===== config.mk =====
export PLATFORM = sky130hd
export DESIGN_NAME = fetch_queue_flat
export DESIGN_NICKNAME = d
export VERILOG_FILES = /design/src/rtl/fetch_queue_if.sv /design/src/rtl/fetch_queue.sv /design/src/flat_wrapper.sv
export SDC_FILE = /design/constraint.sdc
export NUM_CORES = 1
export LEC_CHECK = 0
export CORE_ASPECT_RATIO = 0.9
export CORE_MARGIN = 5
export CORE_UTILIZATION = 46
export DETAILED_ROUTE_END_ITERATION = 12
export PLACE_DENSITY = 0.69
export SYNTH_ARGS = -nofsm -noshare
export SYNTH_HDL_FRONTEND = slang
export SYNTH_SLANG_ARGS = --single-unit

===== constraint.sdc =====
create_clock -name clk -period 14.3 [get_ports clk]
set_input_delay 2.86 -clock clk [delete_from_list [all_inputs] [get_ports clk]]
set_output_delay 2.86 -clock clk [all_outputs]
set_load 0.03 [all_outputs]

===== src/rtl/fetch_queue_if.sv =====
// fetch_queue_if: handshake bundle between instruction memory, the fetch queue and decode
interface fetch_queue_if #(
  parameter int ADDR_W = 32,
  parameter int DEPTH = 4
);
  logic redirect;
  logic [ADDR_W-1:0] redirect_addr;
  logic mem_req;
  logic [ADDR_W-1:0] mem_addr;
  logic mem_ack;
  logic [31:0] mem_data;
  logic inst_valid;
  logic [31:0] inst_data;
  logic [ADDR_W-1:0] inst_pc;
  logic inst_ready;
  logic [$clog2(DEPTH):0] occupancy;
  modport master (
    input redirect, redirect_addr, mem_ack, mem_data, inst_ready,
    output mem_req, mem_addr, inst_valid, inst_data, inst_pc, occupancy
  );
  modport slave (
    output redirect, redirect_addr, mem_ack, mem_data, inst_ready,
    input mem_req, mem_addr, inst_valid, inst_data, inst_pc, occupancy
  );
endinterface


===== src/rtl/fetch_queue.sv =====
// fetch_queue: registered fetch PC, single-outstanding memory request and DEPTH-entry prefetch FIFO
module fetch_queue #(
  parameter int ADDR_W = 32,
  parameter int DEPTH = 4,
  parameter logic [ADDR_W-1:0] RESET_PC = '0
) (
  input logic clk,
  input logic rst_n,
  fetch_queue_if.master bus
);
  localparam int PW = $clog2(DEPTH);
  localparam int CW = PW + 1;
  logic [ADDR_W-1:0] fetch_pc, addr;
  logic [ADDR_W-1:0] pc_q [DEPTH];
  logic [31:0] data_q [DEPTH];
  logic req, discard, push, pop, space;
  logic [PW-1:0] rd, wr;
  logic [CW-1:0] count, count_next;
  always_comb begin
    push = req & bus.mem_ack & ~discard & ~bus.redirect;
    pop = (count != '0) & bus.inst_ready & ~bus.redirect;
    count_next = bus.redirect ? '0 : count + CW'(push) - CW'(pop);
    space = count_next < CW'(DEPTH);
  end
  always_ff @(posedge clk or negedge rst_n)
    if (!rst_n) begin
      fetch_pc <= RESET_PC;
      addr <= '0;
      req <= 1'b0;
      discard <= 1'b0;
      count <= '0;
      rd <= '0;
      wr <= '0;
    end else begin
      count <= count_next;
      rd <= bus.redirect ? '0 : rd + PW'(pop);
      wr <= bus.redirect ? '0 : wr + PW'(push);
      if (bus.redirect) begin
        fetch_pc <= bus.redirect_addr & ~ADDR_W'(3);
        req <= req & ~bus.mem_ack;
        discard <= req & ~bus.mem_ack;
      end else if (!req) begin
        req <= space;
        discard <= 1'b0;
        if (space) addr <= fetch_pc;
      end else if (bus.mem_ack) begin
        // a drained response never restarts fetch on the same edge
        req <= ~discard & space;
        discard <= 1'b0;
        if (!discard) fetch_pc <= addr + ADDR_W'(4);
        if (!discard && space) addr <= addr + ADDR_W'(4);
      end
    end
  always_ff @(posedge clk)
    if (push) begin
      pc_q[wr] <= addr;
      data_q[wr] <= bus.mem_data;
    end
  assign bus.mem_req = req;
  assign bus.mem_addr = addr;
  assign bus.inst_valid = count != '0;
  assign bus.inst_data = data_q[rd];
  assign bus.inst_pc = pc_q[rd];
  assign bus.occupancy = count;
endmodule


===== src/flat_wrapper.sv =====
// flat-port wrapper written by rule: the top's interface ports become plain ports
module fetch_queue_flat 
#(
  parameter int ADDR_W = 32,
  parameter int DEPTH = 4,
  parameter logic [ADDR_W-1:0] RESET_PC = '0
)
  (clk, rst_n, bus_redirect, bus_redirect_addr, bus_mem_ack, bus_mem_data, bus_inst_ready, bus_mem_req, bus_mem_addr, bus_inst_valid, bus_inst_data, bus_inst_pc, bus_occupancy);
  fetch_queue_if #(.ADDR_W(ADDR_W), .DEPTH(DEPTH)) bus_i ();
  input logic clk;
  input logic rst_n;
  input wire logic [$bits(bus_i.redirect)-1:0] bus_redirect;
  input wire logic [$bits(bus_i.redirect_addr)-1:0] bus_redirect_addr;
  input wire logic [$bits(bus_i.mem_ack)-1:0] bus_mem_ack;
  input wire logic [$bits(bus_i.mem_data)-1:0] bus_mem_data;
  input wire logic [$bits(bus_i.inst_ready)-1:0] bus_inst_ready;
  output wire logic [$bits(bus_i.mem_req)-1:0] bus_mem_req;
  output wire logic [$bits(bus_i.mem_addr)-1:0] bus_mem_addr;
  output wire logic [$bits(bus_i.inst_valid)-1:0] bus_inst_valid;
  output wire logic [$bits(bus_i.inst_data)-1:0] bus_inst_data;
  output wire logic [$bits(bus_i.inst_pc)-1:0] bus_inst_pc;
  output wire logic [$bits(bus_i.occupancy)-1:0] bus_occupancy;
  assign bus_i.redirect = bus_redirect;
  assign bus_i.redirect_addr = bus_redirect_addr;
  assign bus_i.mem_ack = bus_mem_ack;
  assign bus_i.mem_data = bus_mem_data;
  assign bus_i.inst_ready = bus_inst_ready;
  assign bus_mem_req = bus_i.mem_req;
  assign bus_mem_addr = bus_i.mem_addr;
  assign bus_inst_valid = bus_i.inst_valid;
  assign bus_inst_data = bus_i.inst_data;
  assign bus_inst_pc = bus_i.inst_pc;
  assign bus_occupancy = bus_i.occupancy;
  fetch_queue #(.ADDR_W(ADDR_W), .DEPTH(DEPTH), .RESET_PC(RESET_PC)) u_core (.clk(clk), .rst_n(rst_n), .bus(bus_i));
endmodule

* Yosys cells after proc, flatten, opt, wreduce, memory -nomap -nowiden
Memories as Yosys holds them, arrays and structs flattened. Cells that the tools add are included.
Word-level totals: output and inout bits 101, register bits after elaboration 73, memories kept 2, memory bits (writable) 256, bits in read-only memories 0, bits in latches 0, input bits 69
Cells by class: equal/unequal tests 4, muxes and demuxes 19, multiply operators 0, add/sub/neg operators 5, shift operators 0, $lt $le $gt $ge 1, divide/modulo/power cells 0, bitwise gates (word level) 10, reduce and logical (&&, ||, !) cells 8
Memories:
- u_core.data_q | depth 4, bits a word 32, read ports 1, clocked after Yosys merged registers in 0, write ports 1, line fetch_queue.sv:15 | logic [31:0] data_q [DEPTH];
- u_core.pc_q | depth 4, bits a word 32, read ports 1, clocked after Yosys merged registers in 0, write ports 1, line fetch_queue.sv:14 | logic [ADDR_W-1:0] pc_q [DEPTH];
Operators by type and width (number):
- 32-bit two-way mux | 8
- 32-bit by 3-bit adder with 32-bit output, second input constant | 1
- 1-bit two-way mux | 8
- 1-bit AND | 7
- 2-bit != test, second input constant | 3
- 2-bit nonzero test | 3
- 2-bit by 1-bit adder with 2-bit output | 2
- 2-bit two-way mux | 2
- 4-bit AND reduction | 1
- 3-bit by 1-bit adder with 3-bit output | 1
- 3-bit < comparator, second input constant | 1
- 3-bit two-way mux | 1
- 3-bit != test, second input constant | 1
- 1-bit inverter | 3
- 3-bit AND reduction | 1
- 3-bit nonzero test | 1
- 3-bit by 1-bit subtractor with 3-bit output | 1
- 1-bit logical AND | 1
- 1-bit zero test | 1

* Longest topological paths before layout
Gate-level depths: netlist of run 1.
word-level depth 11, gate-level depth with buffers 15, gate-level depth less buffers 12

* Worst setup path before layout of run 1
OpenSTA, ideal clock, no wires.
path type input port to flip-flop, start point input port bus_mem_ack, end point memory u_core.data_q[0][0] (enable), arrival 9677 ps, path slack 3979 ps, stages 6, cells stage by stage nor2b_1 buf_2 nand2_1 clkbuf_1 clkbuf_1 nor4_1
Between the ends: longest elaborated chain between the ends 5
Ends and longest elaborated chain:
- start: declaration | line flat_wrapper.sv:14 | input wire logic [$bits(bus_i.mem_ack)-1:0] bus_mem_ack;
- 1-bit AND (3 in series) | line fetch_queue.sv:20 | push = req & bus.mem_ack & ~discard & ~bus.redirect;
- 1-bit two-way mux | line fetch_queue.sv:55 | if (push) begin
- 1-bit two-way mux (implied by the code) | line fetch_queue.sv:57 | data_q[wr] <= bus.mem_data;
- end: declaration | line fetch_queue.sv:15
No other way between the ends.

* Final worst setup path of run 1
start point input port bus_mem_ack, end point register u_core.addr[11] (netlist: u_core.bus.mem_addr[11])
Between the ends: longest elaborated chain between the ends 10
Ends and longest elaborated chain:
- 1-bit AND (3 in series) | line fetch_queue.sv:20
- 3-bit by 1-bit adder with 3-bit output | line fetch_queue.sv:22 | count_next = bus.redirect ? '0 : count + CW'(push) - CW'(pop);
- 3-bit by 1-bit subtractor with 3-bit output | line fetch_queue.sv:22
- 3-bit two-way mux | line fetch_queue.sv:22
- 3-bit < comparator | line fetch_queue.sv:23 | space = count_next < CW'(DEPTH);
- 1-bit logical AND | line fetch_queue.sv:51 | if (!discard && space) addr <= addr + ADDR_W'(4);
- 2-bit != test (no line)
- 4-bit AND reduction (no line) *
- end signal: assignment | line fetch_queue.sv:45 | if (space) addr <= fetch_pc;
- end signal: assignment | line fetch_queue.sv:51
- end: declaration | line fetch_queue.sv:13 | logic [ADDR_W-1:0] fetch_pc, addr;
Mark *: on every way between the ends. The rest lies on a longest branch, timed or not. A chain may end at the register's enable or synchronous reset.

==> results of run 1 <==
power groups by stage:
stage | sequential [mW] | combinational (mW) | clock [mW]
after floorplan | 1.39 | 0.555 | 0
after global placement | 1.39 | 0.894 | 0
after CTS | 1.38 | 0.909 | 0.945
after detailed placement | 1.39 | 0.903 | 0
after global routing | 1.40 | 0.972 | 0.985
final | 1.38 | 0.902 | 0.921
sequential cells by signal, summed over array words and instances (netlist names):
register              flops
u_core.bus.mem_addr      32
u_core.fetch_pc          32
u_core.bus.occupancy      3
u_core.wr                 2
u_core.data_q           128
u_core.pc_q             128
u_core.rd                 2
u_core.bus.mem_req        1
u_core.discard            1
layer usage:
layer,vias to the layer above,GRT usage (%),part of all wire (%)
li1,3748,-,-
met1,4194,28.0,44
met2,306,30.5,48
met3,48,3.69,7.0
met4,0,4.22,1.6
met5,-,0,0
how the worst max path moves through the flow:
stage | end | slack [ns] | cells past startpoint
6_report | u_core.bus.mem_addr[11]$_DFFE_PN0P_ | 7.59 | 13
5_1_grt | u_core.bus.mem_addr[10]$_DFFE_PN0P_ | 7.40 | 13
4_1_cts | u_core.bus.mem_addr[11]$_DFFE_PN0P_ | 7.64 | 13
3_5_place_dp | u_core.bus.mem_addr[11]$_DFFE_PN0P_ | 7.11 | 13
3_3_place_gp | u_core.bus.mem_addr[10]$_DFFE_PN0P_ | 7.14 | 13
2_1_floorplan | u_core.data_q[0][0]$_DFFE_PP_ | 3.98 | 6
placed cells by master, fill, tap and decap left out, types with 8 or more instances in the layout:
cell | synthesis | routed
nor3_1 | 29 | 29
clkbuf_16 | 0 | 37
o31a_1 | 8 | 8
a22oi_1 | 11 | 11
nand2_1 | 65 | 65
a21oi_1 | 27 | 27
nor4_1 | 13 | 12
mux2i_1 | 12 | 12
a221o_1 | 9 | 9
xnor2_1 | 13 | 13
o31ai_1 | 18 | 18
buf_4 | 3 | 17
o21ai_0 | 19 | 19
nand3_1 | 15 | 15
nand4_1 | 14 | 14
clkdlybuf4s50_1 | 0 | 165
nor2_1 | 45 | 42
o22ai_1 | 12 | 12
mux4_2 | 64 | 64
dfrtp_1 | 73 | 71
edfxtp_1 | 256 | 256
per-stage QoR:
| stage | util [%] | instances |
|---|---|---|
| finish | 57.1 | 1452 |
| global route | 57.1 | 1452 |
| CTS | 57.1 | 1452 |
| detailed placement | 53.2 | 1386 |
| global placement | 53.2 | 1386 |
| floorplan | - | 864 |
critical path, delay by kind of cell:
kind	cells	cell delay (ns)
compound gates	1	0.33
xor+xnor	1	0.24
fa+ha+maj	2	0.56
buf+inv	3	0.88
simple gates	6	2.23
cell type report:
cell class / count / area, sq um
Sequential cell: 329 / 9520
Clock inverter: 18 / 176
Clock buffer: 48 / 1010
Fill cell: 2345 / 12700
Inverter: 6 / 22.5
Multi-Input combinational cell: 464 / 3970
Timing Repair Buffer: 184 / 1790
Tap cell: 403 / 504
logic make-up (layout without fill, tap and decap cells):
kind of cell	after synthesis	after routing	synth area share, %
compound gates	134	134	6.67
mux	76	76	11.3
simple gates	230	230	8.64
flops	329	329	69.1
xor+xnor	18	18	1.35
buf+inv	71	256	2.25
fa+ha+maj	6	6	0.600
==> tab_implementation.tex, run 1 <==
\begin{tabular}{lr}
\hline
Metric & Value \\
\hline
\multicolumn{2}{l}{\textbf{Run status}} \\
Result of the run & completed \\
\multicolumn{2}{l}{\textbf{Power and ir drop}} \\
Cell area power density & 188 nW/um\^{}2 \\
Leakage power summed over all cells & 5.63 nW \\
Switching power as a share of total power & roughly a third \\
Register share of total power & between 40 and 50\% \\
Internal cell power & around 2.1 mW \\
Post-layout total power & roughly 3.2 mW \\
Combinational power share & about 28\% \\
Clk network pwr share & 28.8\% \\
Reported net switching power & roughly 1.1 mW \\
Peak ir drop on the vdd network & 125 uV \\
\multicolumn{2}{l}{\textbf{Yosys}} \\
Post-Synthesis Net Count & between 900 and 1k \\
Count of synthesis-stage warnings from yosys & 0 \\
Dominant cells by area after synthesis & edfxtp\_1 56\%, dfrtp\_1 13\%, mux4\_2 10\%, nand2\_1 1.8\%, nor2\_1 1.2\% \\
Cell with the most instances after synthesis & edfxtp\_1 \\
Cell taking the most area after synthesis & edfxtp\_1 \\
Share of the synthesized area in the top cell type & a little under three fifths \\
Synth Instances & between 800 and 900 \\
Number of enable-type register cells in the synthesized netlist & between 200 and 300 \\
Share of synthesized flip-flops with an asynchronous set or reset & roughly 22\% \\
Share of synthesized area occupied by flip-flops and latches & 69.1\% \\
Number of synthesized register bits & $\sim$330 \\
Area of the mapped netlist & around 14000 sq um \\
Post-synthesis area per instance & 15.9 sq um \\
Commonest register cell after synthesis & edfxtp\_1 \\
Cell variety after synth & 64 \\
Ranking of synthesized cells by instance count & 256 x edfxtp\_1, 73 x dfrtp\_1, 65 x nand2\_1 \\
\multicolumn{2}{l}{\textbf{STA}} \\
RSZ-0062 raised after global routing & false \\
Count of pins over their slew limit & 0 \\
Worst slew margin relative to its limit & between 15 and 20\% \\
Final period utilization & a little under half \\
Number of hold violations in the final report & 0 \\
Final setup margin & roughly 7.6 ns \\
Final setup violation count & 0 \\
Time the worst path needs with I/O delays and setup & 6.71 ns \\
Worst Clk Skew & 0.00991 ns \\
Hold Worst Slack & roughly 0.46 ns \\
Tightest Pin Transition & 1.22 ns \\
Max frequency & approximately 0.15 GHz \\
Total Negative Setup Slacks & 0 ns \\
\multicolumn{2}{l}{\textbf{Global route}} \\
Via count of the first global-routing pass & approximately 8.5k \\
GRT overflow & 0 \\
Number of antenna violations at the first check in global routing & 0 \\
First-pass GRT wire length & approximately 50000 um \\
GRT Overall Usage & approximately a fifth \\
Largest net degree at the start of global routing & 74 \\
\multicolumn{2}{l}{\textbf{Hold path}} \\
Hold Path Sink & u\_core.bus.mem\_addr[1]\$\_DFFE\_PN0P\_ \\
WHS Path Cells & 2 \\
Path category of the worst min-delay check & register to register \\
Launch point of the worst hold path & u\_core.fetch\_pc[1]\$\_DFFE\_PN0P\_ \\
\multicolumn{2}{l}{\textbf{Floorplan}} \\
Die H & between 150 and 200 um \\
Width of the chip & just under 200 um \\
Overall die area & 33500 sq um \\
Floorplan core area & roughly 30000 sq um \\
Initial standard-cell utilization of the core & 46.3\% \\
Number of I/O pins & 170 \\
Number of standard-cell rows in the floorplan & 60 \\
\multicolumn{2}{l}{\textbf{Routing}} \\
Detailed-route vias per instance & roughly 5.7 \\
Antenna-violating nets left & 0 \\
Remaining routing DRC violations & 0 \\
Via count & just over 8k \\
Iteration count of the initial detailed-routing pass & 6 \\
DRT Wirelength & around 32000 um \\
DR iter-0 viols & $\sim$800 \\
Average wire per standard cell & 22.2 um \\
\multicolumn{2}{l}{\textbf{Critical path}} \\
Ordered cell list for the critical path & clkdlybuf4s50\_1, nor2b\_1, nand2\_1, nor2\_1, buf\_4, ha\_1, inv\_1, fa\_1, xor3\_1, nor3\_1, nand2\_1, a221oi\_1, nor2\_1 \\
R2r setup slk & around 10 ns \\
Worst R2R Path Depth & 12 \\
R2r startpoint & u\_core.discard\$\_DFFE\_PN0P\_ \\
Largest driver fanout on the critical path & 8 \\
Slowest stage cell, crit path & nor3\_1 \\
Type of destination of the critical path & register \\
Reg-to-reg endpoint & u\_core.bus.mem\_addr[11]\$\_DFFE\_PN0P\_ \\
Setup crit start & bus\_mem\_ack \\
Largest stage delay on the critical path & 0.85 ns \\
Data required, critical path & about 15 ns \\
Worst setup path class & input port to register \\
Arrival time worst endpoint & between 7 and 8 ns \\
Type of element launching the critical path & input port \\
\multicolumn{2}{l}{\textbf{Placed design}} \\
Placement Setup Slack & a little over 7 ns \\
Total cell area at the placement stage & between 15000 and 20000 sq um \\
Final weighted congestion in routability-driven placement & 0.794 \\
Post-detailed-placement half-perimeter wirelength & slightly below 20000 um \\
Port-buffer cells & approximately 170 \\
\multicolumn{2}{l}{\textbf{Layout}} \\
Count of nets after finishing & $\sim$1.1k \\
Number of diodes & 0 \\
Area Overhead vs Synth & 23.4\% \\
Final Cell Area & between 15000 and 20000 sq um \\
Share of cells above drive strength 1 & between 10\% and 20\% \\
\multicolumn{2}{l}{\textbf{Run}} \\
Max capacitance violation total & 0 \\
\multicolumn{2}{l}{\textbf{Clock network}} \\
H-tree depth & 2 \\
Setup Fix Bufs, Post-CTS & 0 \\
CTS tree & built \\
Root Buffer Master & clkbuf\_16 \\
Longest Clk Path Bufs & 3 \\
Cells resized by post-CTS repair & 0 \\
Number of buffers inserted for hold repair after clock tree synthesis & 0 \\
Worst-skew pair later-pin latency & 0.52 ns \\
Number of buffers inserted during clock tree synthesis & 36 \\
Clock-pin slew on the worst setup and hold paths & $\sim$0.060 ns \\
Number of sinks driven by the clock tree & 329 \\
\hline
\end{tabular}
Power figures use the tool's default switching activity.
==> inputs of run 2 (changes only) <==
--- a/config.mk
+++ b/config.mk
@@ -9,7 +9,7 @@
 export CORE_MARGIN = 5
 export CORE_UTILIZATION = 46
 export DETAILED_ROUTE_END_ITERATION = 12
-export PLACE_DENSITY = 0.69
+export PLACE_DENSITY = 0.72
 export SYNTH_ARGS = -nofsm -noshare
 export SYNTH_HDL_FRONTEND = slang
 export SYNTH_SLANG_ARGS = --single-unit
==> constraint.sdc (replaced) <==
create_clock -name clk -period 5.85 [get_ports clk]
set_input_delay 1.17 -clock clk [delete_from_list [all_inputs] [get_ports clk]]
set_output_delay 1.17 -clock clk [all_outputs]
set_load 0.03 [all_outputs]
==> tab_implementation.tex, run 2 (synthesis gave the netlist of run 1 again) <==
\begin{tabular}{lr}
\hline
Metric & Value \\
\hline
\multicolumn{2}{l}{\textbf{Global route}} \\
Via count of the first global-routing pass & 8533 \\
Largest net degree at the start of global routing & a little under 80 \\
First-pass GRT wire length & $\sim$50000 um \\
GRT Overall Usage & 18.9\% \\
Number of antenna violations at the first check in global routing & 0 \\
GRT overflow & 0 \\
\multicolumn{2}{l}{\textbf{Routing}} \\
Total met2 wirelength after detailed routing & roughly 15000 um \\
Detailed-route vias per instance & just under 6 \\
Average wire per standard cell & 21.8 um \\
DRT Wirelength & roughly 32000 um \\
Remaining routing DRC violations & 0 \\
Via count & approximately 8.4k \\
Met3 layer wire length in the routed design & approximately 2400 um \\
Top metal layer carrying routed signals & met4 \\
Antenna-violating nets left & 0 \\
Routed length on met1 & 13800 um \\
Iteration count of the initial detailed-routing pass & 5 \\
DR iter-0 viols & between 600 and 700 \\
\multicolumn{2}{l}{\textbf{Critical path}} \\
Reg-to-reg endpoint & u\_core.bus.mem\_addr[8]\$\_DFFE\_PN0P\_ \\
Type of destination of the critical path & register \\
Largest stage delay on the critical path & $\sim$0.59 ns \\
Largest driver fanout on the critical path & 13 \\
R2r startpoint & u\_core.bus.occupancy[1]\$\_DFF\_PN0\_ \\
Worst Setup EP & u\_core.bus.mem\_addr[8]\$\_DFFE\_PN0P\_ \\
Type of element launching the critical path & input port \\
Worst R2R Path Depth & 12 \\
Arrival time worst endpoint & $\sim$4.5 ns \\
R2r setup slk & around 2.0 ns \\
Depth of the critical timing path with buffers and inverters included & 12 \\
Ordered cell list for the critical path & clkdlybuf4s50\_1, nor2b\_1, nand2\_1, nor2\_1, ha\_1, inv\_1, fa\_1, xor3\_1, nor2\_1, nand2\_1, o22ai\_1, a21oi\_1 \\
Data required, critical path & about 6.2 ns \\
Kind of cell adding the most delay to the critical path & simple AND/OR/NAND/NOR gates \\
Worst setup path class & input port to register \\
Slowest stage cell, crit path & nand2\_1 \\
Critical path buffers and inverters & 2 \\
Setup crit start & bus\_mem\_ack \\
\multicolumn{2}{l}{\textbf{Clock network}} \\
H-tree depth & 2 \\
CTS tree & built \\
Clock-pin slew on the worst setup and hold paths & around 0.06 ns \\
Setup Fix Bufs, Post-CTS & 0 \\
Number of buffers inserted during clock tree synthesis & 35 \\
Root Buffer Master & clkbuf\_16 \\
Worst-skew pair later-pin latency & 0.52 ns \\
Number of buffers inserted for hold repair after clock tree synthesis & 0 \\
Cells resized by post-CTS repair & 0 \\
Number of sinks driven by the clock tree & between 300 and 400 \\
Longest Clk Path Bufs & 3 \\
\multicolumn{2}{l}{\textbf{Layout}} \\
Area Overhead vs Synth & 23.6\% \\
Share of cells above drive strength 1 & about 15\% \\
Count of nets after finishing & 1096 \\
Final standard cell count with taps included and fillers excluded & around 1.4k \\
Largest registers ranked by flip-flop count & u\_core.data\_q (128), u\_core.pc\_q (128) \\
Combined flip-flop and latch cell area & 9520 sq um \\
Most common library cell in the layout ignoring fill and taps & edfxtp\_1 \\
Number of diodes & 0 \\
Commonest non-fill, non-tap cells in the layout & 256 x edfxtp\_1, 165 x clkdlybuf4s50\_1, 71 x dfrtp\_1, 65 x nand2\_1, 64 x mux4\_2 \\
Fillers & roughly 2.4k \\
Multi-input gate area & 3980 sq um \\
\multicolumn{2}{l}{\textbf{Power and ir drop}} \\
Clk network pwr share & between 20\% and 30\% \\
Internal cell power & around 5.2 mW \\
Switching power as a share of total power & roughly 33\% \\
Reported net switching power & between 2 and 3 mW \\
Leakage power summed over all cells & roughly 5.6 nW \\
Combinational power share & around 29\% \\
Cell area power density & approximately 460 nW/um\^{}2 \\
Peak ir drop on the vdd network & 299 uV \\
Post-layout total power & between 7 and 8 mW \\
Register share of total power & between 40\% and 50\% \\
\multicolumn{2}{l}{\textbf{Floorplan}} \\
Floorplan core area & approximately 30000 sq um \\
Die H & around 170 um \\
Width of the chip & between 150 and 200 um \\
Number of standard-cell rows in the floorplan & 60 \\
Initial standard-cell utilization of the core & 46.3\% \\
Overall die area & approximately 33000 sq um \\
Number of I/O pins & 170 \\
\multicolumn{2}{l}{\textbf{STA}} \\
Max frequency & 0.243 GHz \\
RSZ-0062 raised after global routing & false \\
Final period utilization & between 70\% and 80\% \\
Worst Clk Skew & 0.0209 ns \\
Time the worst path needs with I/O delays and setup & slightly above 4 ns \\
Hold Worst Slack & around 0.47 ns \\
Number of hold violations in the final report & 0 \\
Worst slew margin relative to its limit & between 20\% and 30\% \\
Final setup margin & 1.73 ns \\
Final setup violation count & 0 \\
Total Negative Setup Slacks & 0 ns \\
Tightest Pin Transition & 1.16 ns \\
Count of pins over their slew limit & 0 \\
\multicolumn{2}{l}{\textbf{Placed design}} \\
Placement Setup Slack & 1.29 ns \\
Final weighted congestion in routability-driven placement & around 0.82 \\
Total instance count after detailed placement & 1387 \\
Port-buffer cells & around 170 \\
Post-detailed-placement half-perimeter wirelength & 19300 um \\
\multicolumn{2}{l}{\textbf{Hold path}} \\
Path category of the worst min-delay check & register to register \\
\multicolumn{2}{l}{\textbf{Run}} \\
Max capacitance violation total & 0 \\
\multicolumn{2}{l}{\textbf{Run status}} \\
Result of the run & completed \\
\hline
\end{tabular}
-- run 2: final cells by class --
cell class / instances / share of cell area, %
well taps: 403 / 2.97
inverters: 6 / 0.132
flip-flops and latches: 329 / 56.0
repair buffers: 185 / 10.7
clock inverters: 19 / 1.24
multi-input cells: 464 / 23.4
clock buffers: 43 / 5.57
-- run 2: tightest hold or removal path, stage by stage, from the launching register on --
cell     delay, ns
dfrtp_1       0.34
nand2_1       0.05
nand2_1       0.05
-- run 2: per-layer routing --
layer,vias to the layer above,GRT usage [%]
met3,46,3.84
met5,-,0
li1,3739,-
met4,0,4.55
met2,328,29.4
met1,4284,27.7
-- run 2: metrics by stage --
step / utilization, % / instance area, sq um
global route: 57.2 / 17000
finish: 57.2 / 17000
global placement: 53.3 / 15800
floorplan: - / 13800
CTS: 57.2 / 17000
detailed placement: 53.3 / 15800
-- run 2: worst min path at each step --
stage | slack [ns] | cells past startpoint | from | endpoint
after floorplan | 0.44 | 2 | u_core.fetch_pc[0]$_DFFE_PN0P_ | u_core.bus.mem_addr[0]$_DFFE_PN0P_
after global placement | 0.45 | 2 | u_core.fetch_pc[1]$_DFFE_PN0P_ | u_core.bus.mem_addr[1]$_DFFE_PN0P_
after detailed placement | 0.46 | 2 | u_core.fetch_pc[0]$_DFFE_PN0P_ | u_core.bus.mem_addr[0]$_DFFE_PN0P_
after CTS | 0.47 | 2 | u_core.fetch_pc[0]$_DFFE_PN0P_ | u_core.bus.mem_addr[0]$_DFFE_PN0P_
after global routing | 0.49 | 2 | u_core.fetch_pc[0]$_DFFE_PN0P_ | u_core.bus.mem_addr[0]$_DFFE_PN0P_
final | 0.47 | 2 | u_core.fetch_pc[0]$_DFFE_PN0P_ | u_core.bus.mem_addr[0]$_DFFE_PN0P_
-- run 2: power by group through the flow --
stage          logic [mW]  clock network [mW]  registers (mW)
5_1_grt              2.41                2.37            3.41
3_3_place_gp         2.21                   0            3.38
4_1_cts              2.25                2.27            3.35
3_5_place_dp         2.24                   0            3.40
6_report             2.24                2.22            3.35
2_1_floorplan        1.36                   0            3.38
